===== src/rtl/vga_pkg.sv =====
// Shared VGA definitions used by the timing generator and the sync receiver.
// Holds the receiver state enum and the default 640x480 timing constants.
// Contents:
//   sync_state_e  - SEARCH / ACQUIRE / LOCK receiver states
//   VGA_*         - default horizontal/vertical timing and lock qualification
package vga_pkg;

  typedef enum logic [1:0] {
    SEARCH  = 2'd0,
    ACQUIRE = 2'd1,
    LOCK    = 2'd2
  } sync_state_e;

  localparam int unsigned VGA_W           = 640;
  localparam int unsigned VGA_H           = 480;
  localparam int unsigned VGA_HBP         = 16;
  localparam int unsigned VGA_HSYNC       = 96;
  localparam int unsigned VGA_HFP         = 48;
  localparam int unsigned VGA_VBP         = 11;
  localparam int unsigned VGA_VSYNC       = 2;
  localparam int unsigned VGA_VFP         = 31;
  localparam int unsigned VGA_LOCK_FRAMES = 2;

endpackage


===== src/rtl/vga_sync_rx_sync_edge.sv =====
// sync_edge: single input register plus edge detection for an active-low
// sync line. The register resets high (sync deasserted) so a line that is
// already low when reset releases is reported as a fall.
// Ports:
//   CLK  - pixel clock
//   RST  - synchronous active-high reset
//   din  - raw sync input
//   fall - registered value high, current input low
//   rise - registered value low, current input high
module sync_edge (
  input  logic CLK,
  input  logic RST,
  input  logic din,
  output logic fall,
  output logic rise
);

  logic q;

  // One register stage; edges compare it against the live input.
  always_ff @(posedge CLK) begin
    if (RST) q <= 1'b1;
    else     q <= din;
  end

  assign fall = q & ~din;
  assign rise = ~q & din;

endmodule


===== src/rtl/vga_sync_rx.sv =====
// vga_sync_rx: VGA timing receiver. Realigns local X/Y counters to incoming
// HS_/VS_, checks the stream against the configured timing and reports lock.
// X/Y/HB/VB describe the pixel whose syncs were presented one edge earlier.
// Optional feature macro: VGA_SYNC_RX_MEASURE_EN adds HTOT/VTOT measurement.
// Ports:
//   CLK, RST      - pixel clock, synchronous active-high reset
//   HS_, VS_      - incoming active-low syncs
//   X, Y          - recovered column / row
//   HB, VB        - blanking (outside active area or not locked)
//   LOCKED        - stream matches configured timing
//   ERR           - one-cycle pulse on a timing violation
//   HTOT, VTOT    - (measure build) cycles per line, lines per frame
module vga_sync_rx
  import vga_pkg::*;
#(
  parameter int unsigned W           = VGA_W,
  parameter int unsigned H           = VGA_H,
  parameter int unsigned Hbp         = VGA_HBP,
  parameter int unsigned Hsync       = VGA_HSYNC,
  parameter int unsigned Hfp         = VGA_HFP,
  parameter int unsigned Vbp         = VGA_VBP,
  parameter int unsigned Vsync       = VGA_VSYNC,
  parameter int unsigned Vfp         = VGA_VFP,
  parameter int unsigned LOCK_FRAMES = VGA_LOCK_FRAMES,
  localparam int unsigned HT = W + Hbp + Hsync + Hfp,
  localparam int unsigned VT = H + Vbp + Vsync + Vfp,
  localparam int unsigned XW = $clog2(HT),
  localparam int unsigned YW = $clog2(VT)
) (
  input  logic          CLK,
  input  logic          RST,
  input  logic          HS_,
  input  logic          VS_,
  output logic [XW-1:0] X,
  output logic [YW-1:0] Y,
  output logic          HB,
  output logic          VB,
  output logic          LOCKED,
`ifdef VGA_SYNC_RX_MEASURE_EN
  output logic [XW:0]   HTOT,
  output logic [YW:0]   VTOT,
`endif
  output logic          ERR
);

  localparam int unsigned FW = $clog2(LOCK_FRAMES + 1);

  localparam logic [XW-1:0] X_ACT     = XW'(W);
  localparam logic [XW-1:0] X_HS_FALL = XW'(W + Hbp);
  localparam logic [XW-1:0] X_HS_RISE = XW'(W + Hbp + Hsync);
  localparam logic [XW-1:0] X_LAST    = XW'(HT - 1);
  localparam logic [YW-1:0] Y_ACT     = YW'(H);
  localparam logic [YW-1:0] Y_VS_FALL = YW'(H + Vbp);
  localparam logic [YW-1:0] Y_VS_RISE = YW'(H + Vbp + Vsync);
  localparam logic [YW-1:0] Y_LAST    = YW'(VT - 1);
  localparam logic [FW-1:0] FC_LAST   = FW'(LOCK_FRAMES - 1);

  logic hs_fall, hs_rise, vs_fall, vs_rise;

  sync_edge u_hs_edge (
    .CLK  (CLK),
    .RST  (RST),
    .din  (HS_),
    .fall (hs_fall),
    .rise (hs_rise)
  );

  sync_edge u_vs_edge (
    .CLK  (CLK),
    .RST  (RST),
    .din  (VS_),
    .fall (vs_fall),
    .rise (vs_rise)
  );

  sync_state_e   state, state_d;
  logic [XW-1:0] x, x_d, x_inc;
  logic [YW-1:0] y, y_d, y_inc;
  logic [FW-1:0] frame_cnt, frame_cnt_d;
  logic          err;
  logic          hs_bad, vs_bad, violation;

  // State and counter registers; ERR is the registered violation flag.
  always_ff @(posedge CLK) begin
    if (RST) begin
      state     <= SEARCH;
      x         <= '0;
      y         <= '0;
      frame_cnt <= '0;
      err       <= 1'b0;
    end else begin
      state     <= state_d;
      x         <= x_d;
      y         <= y_d;
      frame_cnt <= frame_cnt_d;
      err       <= violation;
    end
  end

  // Next-state logic. x_inc/y_inc are the position of the pixel whose syncs
  // are being sampled on this edge, so all checks compare against them.
  // A violation is handled exactly like a SEARCH edge, which means a
  // misplaced VS_ fall immediately re-enters ACQUIRE aligned to itself.
  // Checks are masked for the cycle after an ERR so it can never repeat.
  always_comb begin
    x_inc = (x == X_LAST) ? '0 : x + 1'b1;
    y_inc = y;
    if (x == X_LAST) y_inc = (y == Y_LAST) ? '0 : y + 1'b1;

    hs_bad = (hs_fall && (x_inc != X_HS_FALL)) ||
             ((x_inc == X_HS_FALL) && HS_)     ||
             (hs_rise && (x_inc != X_HS_RISE));
    vs_bad = (vs_fall && !((y_inc == Y_VS_FALL) && (x_inc == '0))) ||
             (vs_rise && !((y_inc == Y_VS_RISE) && (x_inc == '0)));
    violation = (state != SEARCH) && !err && (hs_bad || vs_bad);

    state_d     = state;
    x_d         = x_inc;
    y_d         = y_inc;
    frame_cnt_d = frame_cnt;

    if ((state == SEARCH) || violation) begin
      state_d = SEARCH;
      y_d     = '0;
      if (hs_fall) x_d = X_HS_FALL;
      if (vs_fall) begin
        state_d     = ACQUIRE;
        frame_cnt_d = '0;
        y_d         = Y_VS_FALL;
        x_d         = hs_fall ? X_HS_FALL : '0;
      end
    end else if ((state == ACQUIRE) && vs_fall) begin
      if (frame_cnt == FC_LAST) state_d = LOCK;
      else                      frame_cnt_d = frame_cnt + 1'b1;
    end
  end

  assign X      = x;
  assign Y      = y;
  assign LOCKED = (state == LOCK);
  assign HB     = !LOCKED || (x >= X_ACT);
  assign VB     = !LOCKED || (y >= Y_ACT);
  assign ERR    = err;

`ifdef VGA_SYNC_RX_MEASURE_EN
  logic [XW:0] hcnt, htot;
  logic [YW:0] vcnt, vtot;

  // Line length in cycles and frame length in HS_ falls, taken between the
  // last two falls regardless of lock state. A coincident HS_ fall belongs
  // to the frame that starts on that VS_ fall.
  always_ff @(posedge CLK) begin
    if (RST) begin
      hcnt <= '0;
      htot <= '0;
      vcnt <= '0;
      vtot <= '0;
    end else begin
      if (hs_fall) begin
        hcnt <= '0;
        htot <= (&hcnt) ? hcnt : hcnt + 1'b1;
      end else if (!(&hcnt)) begin
        hcnt <= hcnt + 1'b1;
      end
      if (vs_fall) begin
        vtot <= vcnt;
        vcnt <= hs_fall ? (YW+1)'(1) : '0;
      end else if (hs_fall && !(&vcnt)) begin
        vcnt <= vcnt + 1'b1;
      end
    end
  end

  assign HTOT = htot;
  assign VTOT = vtot;
`endif

endmodule


===== config.mk =====
export PLATFORM = sky130hd
export DESIGN_NAME = vga_sync_rx
export DESIGN_NICKNAME = d
export VERILOG_FILES = /design/src/rtl/vga_pkg.sv /design/src/rtl/vga_sync_rx_sync_edge.sv /design/src/rtl/vga_sync_rx.sv
export SDC_FILE = /design/constraint.sdc
export NUM_CORES = 1
export LEC_CHECK = 0
export ABC_AREA = 1
export BUFFER_PORTS_ARGS = -buffer_cell sky130_fd_sc_hd__buf_2
export CAP_MARGIN = 20
export CORE_ASPECT_RATIO = 1.2
export CORE_MARGIN = 2
export CORE_UTILIZATION = 61
export CTS_CLUSTER_DIAMETER = 60
export DETAILED_ROUTE_END_ITERATION = 8
export GPL_TIMING_DRIVEN = 0
export MAX_ROUTING_LAYER = met4
export PLACE_DENSITY = 0.87
export SYNTH_ARGS = -nofsm -noshare
export SYNTH_HDL_FRONTEND = slang
export SYNTH_SLANG_ARGS = --single-unit

===== constraint.sdc =====
create_clock -name CLK -period 5.8 [get_ports CLK]
set_input_delay 0.29 -clock CLK [delete_from_list [all_inputs] [get_ports CLK]]
set_output_delay 0.29 -clock CLK [all_outputs]
set_load 0.005 [all_outputs]

==> results.md <==
- Yosys cell types: 28
- Routed vias/inst: 5.274
- # hold bufs at CTS: 0
- Most frequent cells in the layout: nand2_1 (95), inv_1 (52), nor2_1 (49)
- Clock Path Buffers: 2
- Post-Synthesis Cells: 320
- Setup violators final: 0
- Syn_area_per_cell: 5.908 µm²
- Top Ports: 28
- Syn. warnings: 0
- Worst Path Arrival: 2.92 ns
- Outcome: complete, no violations
- CTS root buf: clkbuf_4
- Final hold viol count: 0
- Layout cells sized above 1: 15.38%
- Fin Clk Skew: 0.01419 ns
- Layout Nets: 361
- Met3 WL: 253 µm
- P_leak: 1.109 nW
- Critical Path Start Type: flip-flop
- Slew margin rel.: 66.89%
- First-pass GRT wire length: 7.679 mm
- Max VDD drop: 166.1 µV
- Number of routed nets with antenna violations: 0
- WL final: 4.680 mm
- Vias in the first global route: 1891
- Fin Hold WS: 0.1455 ns
- Synthesis-stage register bit count: 27
- Sequential fraction of the synthesis area: 28.59%
- Main flop type after synthesis: dfxtp_1
- Via count: 2041
- Post-route DRC: 0
- Max_cap viols: 0
- CTS H-tree lvls: 1
- Hpwl dp: 3.671 mm
- Maximum fanout along the worst path: 9
- Post-synth EDFFs: 0
- Average wire per standard cell: 12.09 µm
- Area growth from synthesis to layout: 11.12%
- FF+latch area: 540.5 µm²
- Die area: 0.003562 mm²
- Min cycle time layout: 2.642 ns
- Most common cell after layout, fill and taps aside: nand2_1
- Die extent in x: 54.82 µm
- Worst setup path class: flip-flop to flip-flop
- CTS Buf Count: 3
- Clk sinks: 27
- Crit end category: flip-flop
- Slew Limit Fails: 0
- Num rows: 22
- Reg clk slew, reported paths: 0.16 ns
- Filler Cell Count: 292
- Worst hold path type: primary input to flip-flop
- Port-buffer cells: 27
- Mapped Nets: 329
- Met1 Wirelength: 1.885 mm
- Achievable Freq: 0.3786 GHz
- Post_cts resized: 0
- Setup WS pre-CTS: 3.258 ns
- Multi-input gate area: 0.001136 mm²
- Fin crit share: 45.54%
- Gr usage total: 29.56%
- DR iter-0 viols: 69
- Drt pass-1 iters: 4
- Synth Cell Area: 0.001891 mm²
- Worst setup margin: 3.158 ns
- Max Used Layer: met4
- WP data required: 6.08 ns
- Met2 wire len: 2.410 mm
- Ys async rst share: 0%
- RSZ-0062 raised after global routing: false
- Initial antenna violation count: 0
- Routability cong.: 0.9145
- Largest net degree at the start of global routing: 17
- TritonCTS clock tree: built
- Initial core utilization: 63.01%
- Post-CTS setup buffer count: 0
- Setup TNS: 0 ns
- Power Density: 169.5 mW/mm²
- Core Area: 0.003000 mm²
- Clk_lat worst skew: 0.35 ns
- Worst slew pin tran: 0.4948 ns
- Final antenna diode count: 0
- DIE HEIGHT: 64.99 µm
- Final global-route overflow total: 0
[per-layer routing]
metal | track usage [%] | vias up
met3 | 3.226 | 13
li1 | - | 1058
met2 | 50.74 | 66
met5 | - | -
met4 | 13.44 | 0
met1 | 32.95 | 904
[flip-flops by register name (all words and copies together), names as in the netlist]
register and count:
frame_cnt 2, ERR 1, X 10, Y 10, state 2, u_vs_edge.q 1, u_hs_edge.q 1
[synth_stat cells, types with 4 or more instances]
cell type	count	share of area [%]
dfxtp_1	27	29
o21ai_1	5	1.3
o21ai_0	8	2.1
ha_1	5	3.3
a21oi_1	5	1.3
inv_1	52	10
nor2_4	4	2.4
nand2_1	95	19
nand2_2	6	2.0
nand4_1	7	2.3
nor2_1	49	9.7
nand3_1	34	9.0
[worst paths after layout]
check | startpoint | to | slack, ns | cells after the start
max reg2reg | X[0]$_SDFF_PP0_ | Y[1]$_SDFF_PP0_ | 3.16 | 17
min | HS_ | u_hs_edge.q$_SDFF_PP1_ | 0.15 | 3
max | X[0]$_SDFF_PP0_ | Y[1]$_SDFF_PP0_ | 3.16 | 17
min reg2reg | state[0]$_SDFFE_PP0P_ | state[0]$_SDFFE_PP0P_ | 0.52 | 2
[through the flow]
stage | instances | power [mW] | area, µm² | utilization, %
after floorplan | 320 | 0.2507 | 1891 | -
after global placement | 383 | 0.2684 | 2071 | 69.02
after detailed placement | 383 | 0.2706 | 2071 | 69.02
after CTS | 387 | 0.3559 | 2101 | 70.02
after global routing | 387 | 0.3739 | 2101 | 70.02
final | 387 | 0.3562 | 2101 | 70.02
[logic make-up after synthesis]
kind of cell             Yosys count  synth area share (%)
buffers and inverters             56                 11.32
adder cells (fa/ha/maj)            5                 3.309
flip-flops                        27                 28.59
XOR/XNOR                           1                0.4634
AND/OR/NAND/NOR                  207                 48.91
AO/OA/AOI/OAI                     24                 7.412
[where the power goes]
group / internal [mW] / switching (mW) / total, mW
clock: 0.0265 / 0.0623 / 0.0889
sequential: 0.195 / 0.0102 / 0.205
combinational: 0.0222 / 0.0404 / 0.0626
total: 0.243 / 0.113 / 0.356
[worst max-delay path, cell delays in order, from the launching register on]
cell	delay [ns]
dfxtp_1	0.46
ha_1	0.24
nand2_2	0.10
nor2_4	0.12
nand3_1	0.08
nor2_1	0.36
nand3_1	0.12
nand2_1	0.10
nand2_1	0.08
nand2_1	0.07
nand3_1	0.07
nor2_1	0.11
nand3_1	0.11
nand2_2	0.10
nand2_4	0.09
nor2_4	0.16
inv_4	0.09
o21ai_1	0.11
[final cells by class]
class | instances | share of cell area (%)
plain buffers | 2 | 0.4169
clock buffers | 3 | 1.072
clock inverters | 1 | 0.3574
inverters | 54 | 9.768
multi-input cells | 237 | 54.08
flip-flops and latches | 27 | 25.73
well taps | 36 | 2.144
repair buffers | 27 | 6.432
(Power assumes the default switching activity.)
